<file path="src/rtl/operand_fetch.sv">
// Operand-fetch stage: 8x8 register file, write-back bypass and RAW scoreboard,
// registered operand/opcode hand-off to the ALU with valid/ready on both sides.
module operand_fetch #(
   parameter int NREGS   = 8,
   parameter int DW      = 8,
   parameter int STALL_W = 16
) (
   input  logic                     clk,
   input  logic                     reset_n,
   input  logic                     in_valid,
   output logic                     in_ready,
   input  logic [$clog2(NREGS)-1:0] in_rs_a,
   input  logic [$clog2(NREGS)-1:0] in_rs_b,
   input  logic [$clog2(NREGS)-1:0] in_rd,
   input  logic                     in_wr_en,
   input  logic [2:0]               in_opcode,
   input  logic                     in_use_imm,
   input  logic [DW-1:0]            in_imm,
   output logic [DW-1:0]            alu_input_a,
   output logic [DW-1:0]            alu_input_b,
   output logic [2:0]               alu_opcode,
   output logic [$clog2(NREGS)-1:0] out_rd,
   output logic                     out_wr_en,
   output logic                     out_valid,
   input  logic                     out_ready,
   input  logic                     wb_en,
   input  logic [$clog2(NREGS)-1:0] wb_addr,
   input  logic [DW-1:0]            wb_data,
   output logic [STALL_W-1:0]       stall_count
);

   logic [DW-1:0]      r_regs [NREGS];
   logic [NREGS-1:0]   r_pend;
   logic [STALL_W-1:0] r_stall;

   logic               w_hz_a;
   logic               w_hz_b;
   logic               w_accept;
   logic [DW-1:0]      w_rd_a;
   logic [DW-1:0]      w_rd_b;
   logic [DW-1:0]      w_op_b;
   logic [NREGS-1:0]   w_set;
   logic [NREGS-1:0]   w_clr;

   // r0 is hard-wired to zero and is never marked pending
   always_comb begin
      w_rd_a = r_regs[in_rs_a];
      w_rd_b = r_regs[in_rs_b];
      if (wb_en && wb_addr == in_rs_a)
         w_rd_a = wb_data;
      if (wb_en && wb_addr == in_rs_b)
         w_rd_b = wb_data;
      if (in_rs_a == '0)
         w_rd_a = '0;
      if (in_rs_b == '0)
         w_rd_b = '0;
   end

   always_comb begin
      w_hz_a = r_pend[in_rs_a] && !(wb_en && wb_addr == in_rs_a);
      w_hz_b = !in_use_imm && r_pend[in_rs_b]
               && !(wb_en && wb_addr == in_rs_b);
   end

   assign w_op_b      = in_use_imm ? in_imm : w_rd_b;
   assign in_ready    = !(w_hz_a || w_hz_b) && (!out_valid || out_ready);
   assign w_accept    = in_valid && in_ready;
   assign stall_count = r_stall;

   always_comb begin
      w_set = '0;
      w_clr = '0;
      if (w_accept && in_wr_en && in_rd != '0)
         w_set[in_rd] = 1'b1;
      if (wb_en)
         w_clr[wb_addr] = 1'b1;
   end

   always_ff @(posedge clk or negedge reset_n) begin
      if (!reset_n) begin
         for (int i = 0; i < NREGS; i++)
            r_regs[i] <= '0;
      end else if (wb_en && wb_addr != '0) begin
         r_regs[wb_addr] <= wb_data;
      end
   end

   // a new claim on a register outranks a retiring write to it
   always_ff @(posedge clk or negedge reset_n) begin
      if (!reset_n)
         r_pend <= '0;
      else
         r_pend <= (r_pend & ~w_clr) | w_set;
   end

   always_ff @(posedge clk or negedge reset_n) begin
      if (!reset_n) begin
         alu_input_a <= '0;
         alu_input_b <= '0;
         alu_opcode  <= '0;
         out_rd      <= '0;
         out_wr_en   <= 1'b0;
         out_valid   <= 1'b0;
      end else if (w_accept) begin
         alu_input_a <= w_rd_a;
         alu_input_b <= w_op_b;
         alu_opcode  <= in_opcode;
         out_rd      <= in_rd;
         out_wr_en   <= in_wr_en;
         out_valid   <= 1'b1;
      end else if (out_ready) begin
         out_valid   <= 1'b0;
      end
   end

   always_ff @(posedge clk or negedge reset_n) begin
      if (!reset_n)
         r_stall <= '0;
      else if (in_valid && !in_ready && r_stall != '1)
         r_stall <= r_stall + STALL_W'(1);
   end

endmodule

</file>
<file path="config.mk">
export PLATFORM = sky130hd
export DESIGN_NAME = operand_fetch
export DESIGN_NICKNAME = d
export VERILOG_FILES = /design/src/rtl/operand_fetch.sv
export SDC_FILE = /design/constraint.sdc
export NUM_CORES = 1
export LEC_CHECK = 0
export ABC_CLOCK_PERIOD_IN_PS = 3500
export BUFFER_PORTS_ARGS = -buffer_cell sky130_fd_sc_hd__buf_2
export CAP_MARGIN = 0
export CORE_MARGIN = 1
export CORE_UTILIZATION = 60
export CTS_BUF_LIST = sky130_fd_sc_hd__clkbuf_2
export DETAILED_ROUTE_END_ITERATION = 10
export PLACE_DENSITY = 0.89
export SLEW_MARGIN = 30
export SYNTH_ARGS = -nofsm -noshare
export SYNTH_HDL_FRONTEND = slang
export SYNTH_SLANG_ARGS = --single-unit
</file>
<file path="constraint.sdc">
create_clock -name clk -period 3.5 [get_ports clk]
set_input_delay 0.525 -clock clk [delete_from_list [all_inputs] [get_ports clk]]
set_output_delay 0.525 -clock clk [all_outputs]
set_load 0.05 [all_outputs]
</file>
==> flow_summary_export.csv, run 1 <==
group,metric,value,unit
run_status,outcome,"completed",
timing,tns,0,ps
detailed_routing,wl,12.6,mm
layout,fill_cells,645,
pwr,p_comb_share,38.1,%
pwr,clkPwrFrac,15.1,%
global_routing,grt_pass1_vias,3972,
run,maxCapViolations,0,
timing,clock.fmax,342,MHz
pwr,max-vdd-ir-drop,0.335,mV
pwr,power.share.switching,40.8,%
detailed_routing,vias,3970,
clocking,clk_latency,600,ps
synth,netlist_top_cells_count,"dfrtp_1, mux2_2, nand2_1",
clocking,cts_buffers,9,
layout,layout.nets,541,
critical_path,cp.arrival,2400,ps
clocking,cts_tree,"built",
synth,synth.area.top_cells,"dfrtp_1, mux4_2, mux2_2, mux2i_1, nand2_1",
global_routing,grt_overflow,0,
pwr,seqPwrFrac,46.8,%
min_path,hold_path_class,"input pin to flop",
global_routing,antenna_found_initial,0,
timing,relSlewSlack,38.4,%
timing,finalClockSkew,27.9,ps
synth,synth_top_area_share,49.1,%
timing,finalCritPeriodShare,83.6,%
detailed_routing,drc,0,
synth,synth_fp_nets,473,
pwr,power_density,614,nW/um^2
global_routing,grt_first_pass_wirelength,20.2,mm
die,initial_core_util,61.8,%
global_routing,grt_max_degree,71,
critical_path,cp_max_fo,3,
timing,post-route-min-period,2930,ps
timing,hold_viol,0,
critical_path,critical_path_class,"flop to output pin",
critical_path,critPathLaunchType,"flop",
layout,drive_gt1_share,41.4,%
placement,io_buffer_count,78,
synth,yosysUniqueCellTypes,38,
global_routing,gr-usage-all-layers,26.8,%
die,dieArea,9910,sq um
synth,synthCells,434,
pwr,leakage,2.89,nW
die,pin_count,79,
layout,area_growth,10.7,%
timing,finalMaxSlewViolations,0,
detailed_routing,routedWlPerCell,19.8,um
placement,hpwl,8.70,mm
synth,yosysSeqAreaShare,49.1,%
synth,postSynthAreaPerCell,13.2,sq um
detailed_routing,drt_pass1_iterations,5,
die,die-height,99.5,um
detailed_routing,viasPerCell,6.24,
detailed_routing,drt-initial-drc-count,259,
critical_path,required,2970,ps
clocking,clock-sinks,112,
detailed_routing,ant_nets,0,
timing,worst_pin_slew,920,ps
clocking,postCtsSetupBuffers,0,
layout,design_area,6320,sq um
synth,ys_ff_latch,112,
clocking,clockBufferDepth,2,
pwr,switchingPower,1.58,mW
placement,placed_area,6190,sq um
synth,synth_most_common_cell,"dfrtp_1",
pwr,p_int,2.30,mW
layout,diodes,0,
synth,async_reset_ff_share,100,%
synth,synth-edff-count,0,
timing,rsz0062_at_grt,"no",
clocking,path_clk_slew,300,ps
synth,synth_area,5710,sq um
placement,gp_congestion,0.825,
clocking,cts-root-buf,"clkbuf_2",
die,die_x,99.5,um
synth,synth_ff_type,"dfrtp_1",
critical_path,worstSetupEndpointType,"output pin",
synth,yosysTopAreaCell,"dfrtp_1",
synth,ys_warn_count,0,
die,core_area,9240,sq um
die,rows,35,
timing,setup_viol,0,
clocking,htree_levels,3,
## final timing paths
check	start	endpoint	slack, ps	depth (start not counted)
setup / recovery	r_pend[3]$_DFF_PN0_	in_ready	570	5
setup reg to reg	r_pend[3]$_DFF_PN0_	alu_input_a[3]$_DFFE_PN0P_	1290	6
hold reg to reg	r_regs[58]$_DFFE_PN0P_	r_regs[58]$_DFFE_PN0P_	440	0
hold / removal	in_opcode[2]	alu_opcode[2]$_DFFE_PN0P_	120	2
min in group asynchronous	reset_n	r_regs[52]$_DFFE_PN0P_	450	2
max in group asynchronous	reset_n	r_regs[2]$_DFFE_PN0P_	2400	3
## sequential cells by signal, indices dropped and copies added, names as in the netlist
| name | count |
|---|---|
| alu_input_a | 8 |
| out_wr_en | 1 |
| stall_count | 16 |
| out_valid | 1 |
| alu_opcode | 3 |
| r_regs | 64 |
| out_rd | 3 |
| r_pend | 8 |
| alu_input_b | 8 |
## power groups by stage
stage	Combinational (mW)	Clock, mW	Sequential (mW)
2_1_floorplan	0.648	0	2.28
3_3_place_gp	1.43	0	1.80
3_5_place_dp	1.48	0	1.83
4_1_cts	1.48	0.592	1.81
5_1_grt	1.57	0.634	1.85
6_report	1.48	0.584	1.82
## critical path: stages (launching register included)
cell and delay (ps):
dfrtp_1 470, mux4_2 480, mux2_4 310, nand2_4 90, and3_1 170, buf_2 270
## cells in the final DEF (no fill, tap or decap), types with 5 or more instances in the layout
master,instances
dfrtp_1,112
buf_2,77
mux2_2,59
nand2_1,38
mux4_2,35
o21ai_0,26
mux2i_1,18
a21oi_1,17
xor2_1,13
o31ai_1,11
nor3_1,9
clkbuf_2,9
xnor2_1,8
nand4_1,8
nand3_1,7
buf_4,7
inv_1,6
nor2_1,5
## kinds of logic (layout without fill, tap and decap cells)
family | count (synthesis) | count (layout) | synth area share [%]
adder cells (fa/ha/maj) | 1 | 1 | 0.219
AND/OR/NAND/NOR | 88 | 88 | 8.33
flip-flops | 112 | 112 | 49.1
XOR/XNOR | 21 | 21 | 3.22
multiplexers | 117 | 117 | 29.8
AO/OA/AOI/OAI | 59 | 59 | 6.20
buffers and inverters | 36 | 109 | 3.09
## final cells by class
type / instances / area, sq um / area share, %
clock buffers: 9 / 45.0 / 0.712
inverters: 6 / 22.5 / 0.356
well taps: 129 / 161 / 2.55
flip-flops and latches: 112 / 2800 / 44.3
clock inverters: 7 / 70.1 / 1.11
multi-input cells: 286 / 2740 / 43.4
repair buffers: 87 / 479 / 7.58
## metrics by stage
step | cells | util [%] | hold slack, ps | total power, mW | worst slack [ps]
3_3_place_gp | 619 | 66.9 | 377 | 3.23 | 828
5_1_grt | 636 | 68.4 | 126 | 4.06 | 506
4_1_cts | 635 | 68.3 | 38.8 | 3.89 | 579
3_5_place_dp | 619 | 67.0 | 388 | 3.31 | 789
2_1_floorplan | 434 | - | 229 | 2.93 | 977
6_report | 636 | 68.4 | 124 | 3.88 | 575
## metal layers
metal	track usage, %	wire, um	up-vias
met2	43.2	6270	183
met1	36.1	5100	1997
met3	4.22	901	33
met5	0	0	-
met4	12.6	339	0
li1	-	-	1757
## timing repair
| action | in CTS | in global routing |
|---|---|---|
| endpoints found under the setup margin | 0 | 0 |
| hold buffers | 0 | 1 |
| endpoints found under the hold margin | 0 | 69 |
| gates resized for setup | 0 | 0 |
(Power assumes the default switching activity.)
==> inputs of run 2 (changes only) <==
--- a/config.mk
+++ b/config.mk
@@ -5,7 +5,7 @@
 export SDC_FILE = /design/constraint.sdc
 export NUM_CORES = 1
 export LEC_CHECK = 0
-export ABC_CLOCK_PERIOD_IN_PS = 3500
+export ABC_CLOCK_PERIOD_IN_PS = 3000
 export BUFFER_PORTS_ARGS = -buffer_cell sky130_fd_sc_hd__buf_2
 export CAP_MARGIN = 0
 export CORE_MARGIN = 1
==> constraint.sdc (replaced) <==
create_clock -name clk -period 3 [get_ports clk]
set_input_delay 0.45 -clock clk [delete_from_list [all_inputs] [get_ports clk]]
set_output_delay 0.45 -clock clk [all_outputs]
set_load 0.05 [all_outputs]
==> flow_summary_export.csv, run 2 (synthesis gave the netlist of run 1 again) <==
group,metric,value,unit
run_status,outcome,"completed",
timing,tns,0,ps
timing,clock.fmax,349,MHz
critical_path,cp_max_fo,3,
timing,hold_viol,0,
placement,gp_congestion,0.884,
layout,diodes,0,
layout,area_growth,11.4,%
global_routing,grt_overflow,0,
clocking,clk_latency,610,ps
critical_path,required,2550,ps
layout,utilization,68.8,%
critical_path,r2r_slack,760,ps
timing,finalClockSkew,27.8,ps
layout,final_common_cell,"dfrtp_1",
clocking,clock-sinks,112,
die,initial_core_util,61.8,%
global_routing,grt_max_degree,66,
critical_path,cp.arrival,2420,ps
placement,hpwl,9.11,mm
clocking,postCtsSetupBuffers,0,
placement,io_buffer_count,78,
timing,worst_pin_slew,853,ps
clocking,cts-root-buf,"clkbuf_2",
die,pin_count,79,
layout,largest_reg_flops,64,
die,rows,35,
layout,regMostFlops,"r_regs",
detailed_routing,wl,13.4,mm
timing,finalCritPeriodShare,95.6,%
die,core_area,9240,sq um
detailed_routing,drc,0,
detailed_routing,drt_pass1_iterations,4,
detailed_routing,drt-initial-drc-count,200,
timing,post-route-min-period,2870,ps
run,maxCapViolations,0,
global_routing,grt_first_pass_wirelength,21.1,mm
die,die_x,99.5,um
layout,final_cell_mix,"dfrtp_1, buf_2, mux2_2",
detailed_routing,ant_nets,0,
detailed_routing,viasPerCell,6.31,
clocking,clockBufferDepth,2,
clocking,cts_resized,0,
critical_path,cpMaxStageDelayCell,"mux4_2",
min_path,hold_path_class,"input pin to flop",
clocking,ctsHoldBuffers,1,
global_routing,grt_pass1_vias,4106,
pwr,leakage,2.91,nW
timing,setup_viol,0,
critical_path,critPathLaunchType,"flop",
global_routing,gr-usage-all-layers,28.6,%
die,dieArea,9910,sq um
timing,relSlewSlack,43.2,%
clocking,htree_levels,3,
pwr,power_density,727,nW/um^2
pwr,max-vdd-ir-drop,0.310,mV
clocking,path_clk_slew,280,ps
pwr,fin_total_pwr,4.63,mW
layout,drive_gt1_share,41.5,%
timing,rsz0062_at_grt,"no",
critical_path,worstSetupEndpointType,"output pin",
critical_path,path_cells,"mux4_2 > mux2_4 > nand2_4 > and3_1 > buf_2",
critical_path,max_stage_delay,520,ps
detailed_routing,vias,4038,
critical_path,critical_path_class,"flop to output pin",
clocking,cts_buffers,9,
timing,finalMaxSlewViolations,0,
detailed_routing,routedWlPerCell,20.9,um
clocking,cts_tree,"built",
die,die-height,99.5,um
global_routing,antenna_found_initial,0,
layout,layout.nets,545,
## run 2: cell count changes in the layout (fill, tap and decap cells not counted), sizes merged
cell	previous run	this run
buf	86	90
bufinv	1	2
clkinv	4	3
## run 2: metal layers
layer  vias to the layer above  GRT usage [%]  part of all wire, %
met5                         -              0                    0
met4                         0           14.4                  3.2
met3                        40           5.48                  7.1
met2                       195           47.1                   50
met1                      2036           36.7                   39
li1                       1767              -                    -
## run 2: final timing paths
path	startpoint	to	cells past startpoint
min in group asynchronous	reset_n	r_regs[46]$_DFFE_PN0P_	2
hold reg to reg	r_regs[62]$_DFFE_PN0P_	r_regs[62]$_DFFE_PN0P_	0
setup reg to reg	r_pend[7]$_DFF_PN0_	alu_opcode[0]$_DFFE_PN0P_	6
setup / recovery	r_pend[7]$_DFF_PN0_	in_ready	5
hold / removal	in_opcode[1]	alu_opcode[1]$_DFFE_PN0P_	2
max in group asynchronous	reset_n	r_regs[40]$_DFFE_PN0P_	3
## run 2: cell type report
cell class,count,area [sq um]
Fill cell,621,2880
Inverter,6,22.5
Tap cell,129,161
Clock buffer,9,45.0
Timing Repair Buffer,91,505
Sequential cell,112,2800
Multi-Input combinational cell,286,2730
Clock inverter,7,93.8
## run 2: through the flow
step                      std cells  cell area [sq um]  hold WS, ps  worst slack, ps
after CTS                       640               6360         62.7              151
after global placement          623               6210          376              493
final                           640               6360         64.0              131
after global routing            640               6360         30.1             67.8
after floorplan                 434               5710          154              558
after detailed placement        623               6210          384              439
## run 2: critical path: cells and delay by family, from the launching register on
kind	cells	cell delay [ps]
buffers and inverters	1	270
multiplexers	2	810
flip-flops	1	490
AND/OR/NAND/NOR	2	260
## run 2: power breakdown
group	switching, mW	leakage, nW	internal [mW]	total (mW)
Clock	0.487	0.0799	0.276	0.762
Sequential	0.272	1.40	1.86	2.13
Combinational	1.10	1.43	0.631	1.73
